### config.mk
export PLATFORM = sky130hd
export DESIGN_NAME = genius_seq_store
export DESIGN_NICKNAME = d
export VERILOG_FILES = /design/src/rtl/genius_seq_store.sv
export SDC_FILE = /design/constraint.sdc
export NUM_CORES = 1
export LEC_CHECK = 0
export CORE_MARGIN = 4
export CORE_UTILIZATION = 60
export CTS_CLUSTER_SIZE = 40
export DETAILED_ROUTE_END_ITERATION = 16
export PLACE_DENSITY_LB_ADDON = 0.1
export SYNTH_ARGS = -nofsm -noshare
export SYNTH_HDL_FRONTEND = slang
export SYNTH_SLANG_ARGS = --single-unit
### constraint.sdc
create_clock -name clk -period 5.23 [get_ports clk]
set_clock_uncertainty 0.2 [all_clocks]
set_input_delay 1.3075 -clock clk [delete_from_list [all_inputs] [get_ports clk]]
set_output_delay 1.3075 -clock clk [all_outputs]
set_load 0.005 [all_outputs]
### src/rtl/genius_seq_store.sv
// genius_seq_store
//   Pattern store and playback engine for the Genius game. A free-running
//   16-bit LFSR supplies a random colour whenever the sequence is extended;
//   the stored sequence is replayed over a valid/ready handshake, and a
//   combinational read port lets the input checker look at any entry.
//
// Ports
//   clk, rst     clock, asynchronous active-high reset
//   new_game     clear sequence, reseed LFSR from the cycle counter, abort playback
//   extend       append one random colour (IDLE only, when not full)
//   play_start   start playback (IDLE only); empty sequence yields an immediate done
//   out_valid    playback colour valid
//   out_ready    driver accepts the current colour
//   out_color    one-hot playback colour
//   playing      high while playback is in progress
//   done         one-cycle pulse at the end of playback
//   rd_addr      checker read address
//   rd_color     one-hot colour at rd_addr, zero beyond the stored length
//   length       number of stored entries, 0..DEPTH
//   full         length == DEPTH
module genius_seq_store #(
  parameter int          DEPTH  = 16,
  parameter int          COLORS = 4,
  parameter logic [15:0] SEED   = 16'hACE1
) (
  input  logic                       clk,
  input  logic                       rst,
  input  logic                       new_game,
  input  logic                       extend,
  input  logic                       play_start,
  output logic                       out_valid,
  input  logic                       out_ready,
  output logic [COLORS-1:0]          out_color,
  output logic                       playing,
  output logic                       done,
  input  logic [$clog2(DEPTH)-1:0]   rd_addr,
  output logic [COLORS-1:0]          rd_color,
  output logic [$clog2(DEPTH):0]     length,
  output logic                       full
);

  localparam int AW = $clog2(DEPTH);
  localparam int CW = $clog2(COLORS);

  typedef enum logic {IDLE, PLAY} state_t;

  state_t              state;
  logic [15:0]         lfsr;
  logic [15:0]         cnt;
  logic [AW-1:0]       ptr;
  logic [COLORS-1:0]   mem [DEPTH];

  logic                ext_ok;
  logic [COLORS-1:0]   new_color;
  logic [15:0]         reseed;

  function automatic logic [COLORS-1:0] onehot(input logic [CW-1:0] idx);
    logic [COLORS-1:0] v;
    v = '0;
    v[idx] = 1'b1;
    return v;
  endfunction

  function automatic logic [15:0] lfsr_next(input logic [15:0] s);
    // Fibonacci form, taps 16,14,13,11 (bits 15,13,12,10)
    return {s[14:0], s[15] ^ s[13] ^ s[12] ^ s[10]};
  endfunction

  assign new_color = onehot(lfsr[CW-1:0]);
  // Seeding from the cycle counter makes the sequence depend on when the
  // player pressed start; an all-zero result would lock the LFSR up.
  assign reseed    = ((cnt ^ SEED) == 16'h0) ? SEED : (cnt ^ SEED);
  assign full      = (length == (AW+1)'(DEPTH));
  assign playing   = (state == PLAY);
  assign ext_ok    = extend && !new_game && !play_start && (state == IDLE) && !full;
  assign rd_color  = ({1'b0, rd_addr} < length) ? mem[rd_addr] : '0;

  // Sequence storage: contents are never cleared, length alone gates visibility
  always_ff @(posedge clk) begin
    if (ext_ok)
      mem[length[AW-1:0]] <= new_color;
  end

  always_ff @(posedge clk or posedge rst) begin
    if (rst) begin
      lfsr      <= SEED;
      cnt       <= 16'h0;
      state     <= IDLE;
      ptr       <= '0;
      out_valid <= 1'b0;
      out_color <= '0;
      done      <= 1'b0;
      length    <= '0;
    end else begin
      cnt  <= cnt + 16'h1;
      done <= 1'b0;
      if (new_game) begin
        lfsr      <= reseed;
        length    <= '0;
        state     <= IDLE;
        out_valid <= 1'b0;
        out_color <= '0;
      end else begin
        lfsr <= lfsr_next(lfsr);
        case (state)
          IDLE: begin
            if (play_start) begin
              if (length != '0) begin
                state     <= PLAY;
                ptr       <= '0;
                out_valid <= 1'b1;
                out_color <= mem[0];
              end else begin
                done <= 1'b1;
              end
            end else if (ext_ok) begin
              length <= length + 1'b1;
            end
          end
          PLAY: begin
            if (out_valid && out_ready) begin
              if ({1'b0, ptr} == length - 1'b1) begin
                state     <= IDLE;
                out_valid <= 1'b0;
                out_color <= '0;
                done      <= 1'b1;
              end else begin
                ptr       <= ptr + 1'b1;
                out_color <= mem[ptr + 1'b1];
              end
            end
          end
          default: state <= IDLE;
        endcase
      end
    end
  end

endmodule

==> results by group, run 1 <==
Worst setup path
  – Register-to-Register Setup Slack: 2.07 ns
  – Required time worst endpoint: 3.72 ns
  – Crit-path max FO: 17
  – Crit path launch type: primary input
  – CP Class: in2out
  – Max incr delay on CP: 0.51 ns
  – CP Depth: 6
  – Worst path slowest cell: clkdlybuf4s50_1
  – Crit. Startpoint: rd_addr[0]
  – Crit path capture: rd_color[1]
  – CP delay by family, top: buffers and inverters
  – CP endpoint kind: output pin
  – Worst r2r path cells: 8
  – Worst R2R End: out_color[2]$_DFFE_PP0P_
  – Cells along the critical path: clkdlybuf4s50_1, buf_12, mux4_2, mux4_2, a21boi_0, clkdlybuf4s50_1
  – Buf/Inv on CP: 3
  – R2r startpoint: ptr[0]$_DFFE_PP0P_
  – Arrival @ worst endpoint: 3.62 ns

Yosys
  – Mean Syn Cell Area: 14.34 um2
  – Post-synthesis cell count: 383
  – Sequential area share after synthesis: 0.5705
  – Cell Area, Synth: 0.005492 mm2
  – Top-count cell post-synth: edfxtp_1
  – Top cells by area, synth: edfxtp_1 (35%), dfrtp_1 (18%), mux4_2 (15%), dfstp_2 (3.8%), xnor2_1 (2.7%)
  – XOR/XNOR share of the synthesized area: 0.04283
  – Yosys cell types: 50
  – Mapped Nets: 404
  – Largest family of logic cells by synthesized area: multiplexers
  – Top cell type's share of synthesized area: 0.3500
  – Commonest cells in the synthesized netlist: edfxtp_1 (64), dfrtp_1 (40), nor2_1 (38)
  – Post-synth top area cell: edfxtp_1
  – Simple-Gate Fraction of Synth Area: 0.08795
  – Mux cell area share after synthesis: 0.1839
  – Post-synth EDFFs: 64
  – Synthesis Warnings: 0
  – Async SR Flop Fraction: 0.4286
  – Adder-cell area share of the yosys netlist: 0.02506
  – Top_reg_cell synth: edfxtp_1
  – Synth Area in Compound Gates: 0.06402
  – #FFs+latches synth: 112

Flow run
  – Max Cap Violations: 0

Timing
  – RSZ-0062 raised after global routing: false
  – Setup violators final: 0
  – Setup TNS: 0 ns
  – Slew HR: 0.1415
  – Final Hold Viols: 0
  – Tcrit/Tclk final: 0.9802
  – Tmin final: 5.127 ns
  – WHS: 0.2796 ns
  – Slew @ Worst Pin: 1.285 ns
  – Max Slew Vio Count: 0
  – Max Clk Rate: 0.1951 GHz

Drt
  – Post-DR vias/cell: 6.443
  – Vias: 3363
  – DRC: 0
  – Final ANT Viol Nets: 0
  – Drt total wl: 11610 um
  – DR pass1 iterations: 4
  – Iter 0 DRT Violations: 181
  – Wire per inst: 22.24 um

CTS
  – Clock transition at path regs: 0.11 ns
  – Postcts setup bufs: 0
  – Num CTS Buffers: 9
  – Cts repair resizes: 0
  – CTS tree: yes
  – Clock Sink Count: 112
  – Cts hold-fix bufs: 0
  – Worst-Skew Late Latency: 0.39 ns
  – CTS Root Cell: clkbuf_8
  – Clock Path Buffers: 2
  – H-tree depth: 3

Min path
  – HP Class: reg2reg
  – Min-Delay Path Depth: 2

Final layout
  – Area delta synth->final: 10.69%
  – Finished Core Util: 0.6903
  – Final nets: 430
  – ANT cells: 0
  – Post-route cell area: 0.006078 mm2
  – Layout cells sized above 1: 0.1932

Place
  – DP Wirelength: 8366 um
  – Cell Area, Placed: 0.005872 mm2
  – GP Congestion: 0.9232
  – IO buf count: 26

Global route
  – GRT overflow: 0
  – Global-route wire length before repair: 18900 um
  – Largest net degree at the start of global routing: 49
  – Number of global-route vias before repair: 3403
  – Tot GR Track Use: 0.2288
  – Antenna violations before repair: 0

Die
  – Standard-cell rows: 34
  – DIE HEIGHT: 103.7 um
  – Die Span X: 103.7 um
  – Die area: 0.01075 mm2
  – Initial core utilization: 0.6236
  – Top Ports: 27
  – Core Region: 0.008806 mm2

Run status
  – Status: finished, final reports clean

Power
  – PwrDens: 352.4 mW/mm2
  – Static Leak: 2.215 nW
  – Final total power: 0.002142 W
  – Maximum VDD drop: 0.1621 mV
==> kinds of logic (layout without fill, tap and decap cells) <==
logic type,after synthesis,after routing
buffers and inverters,32,63
DFF,112,112
adders and majority gates,11,11
and+or+nand+nor,99,99
AOI/OAI and AO/OA,48,48
xor gates and xnor gates,26,26
muxes,55,55
==> stage by stage <==
stage,setup WS (ns),cells
3_5_place_dp,0.1030,506
3_3_place_gp,0.1364,506
6_report,0.1033,522
4_1_cts,0.09669,522
5_1_grt,0.03164,522
2_1_floorplan,0.9454,383
==> flip-flops by register name, indices dropped and copies added, names as in the netlist <==
| signal | count |
|---|---|
| ptr | 4 |
| done | 1 |
| lfsr | 16 |
| cnt | 16 |
| playing | 1 |
| out_valid | 1 |
| out_color | 4 |
| length | 5 |
| mem | 64 |
==> worst reg2reg max path, stage by stage, from the launching register on <==
cell	delay (ns)
dfrtp_1	0.38
buf_4	0.23
ha_1	0.76
buf_4	0.29
mux4_2	0.52
mux2i_1	0.15
mux2i_1	0.10
a32oi_1	0.30
a21oi_1	0.12
==> final cells by class <==
class                      count  area (um2)
clock buffer                  11       162.7
timing repair buffer          32       330.3
fill                         607        2728
sequential                   112        3133
tap                          108       135.1
inverter                      15       56.30
clock inverter                 5       43.79
multi-input combinational    239        2217
==> worst min-delay path by stage <==
stage                 startpoint            endpoint  slack (ns)
2_1_floorplan  cnt[15]$_DFF_PP0_  lfsr[15]$_DFF_PP1_        0.22
6_report       lfsr[6]$_DFF_PP1_   lfsr[7]$_DFF_PP1_        0.28
3_3_place_gp   lfsr[3]$_DFF_PP0_   lfsr[4]$_DFF_PP0_        0.26
4_1_cts        lfsr[8]$_DFF_PP0_   lfsr[9]$_DFF_PP0_        0.28
5_1_grt        lfsr[6]$_DFF_PP1_   lfsr[7]$_DFF_PP1_        0.29
3_5_place_dp   cnt[15]$_DFF_PP0_  lfsr[15]$_DFF_PP1_        0.26
==> placed cells by master, fill, tap and decap left out, types with 8 or more instances in the layout <==
master           instances
ha_1                    11
a21oi_1                 16
mux2i_1                 12
nand3_1                 16
clkbuf_8                10
dfstp_2                  8
nor2_1                  38
xnor2_1                 17
clkdlybuf4s50_1         26
inv_1                   14
xor2_1                   8
nand2_1                 17
mux4_2                  36
dfrtp_1                 40
edfxtp_1                64
==> where the power goes <==
group	total, W	internal [W]	switching, W
sequential	0.00100	0.000977	0.0000254
combinational	0.000610	0.000304	0.000307
clock	0.000529	0.000223	0.000306
==> per-layer routing <==
| layer | vias to the layer above | wire, um | track usage |
|---|---|---|---|
| li1 | 1516 | - | - |
| met1 | 1700 | 4796 | 0.3146 |
| met2 | 128 | 5655 | 0.3537 |
| met3 | 19 | 925 | 0.06343 |
| met4 | 0 | 228 | 0.08452 |
| met5 | - | 0 | 0 |
Power figures use the tool's default switching activity.
==> run 2, diff against run 1 <==
- CTS_CLUSTER_SIZE: 40 -> default
==> results of run 2 <==
Same layout as run 1: the final DEF is identical, and so are final timing and power.
==> run 3, diff against run 2 <==
- ABC_CLOCK_PERIOD_IN_PS: default -> 5230
==> results of run 3 <==
Same layout as run 1: the final DEF is identical, and so are final timing and power.
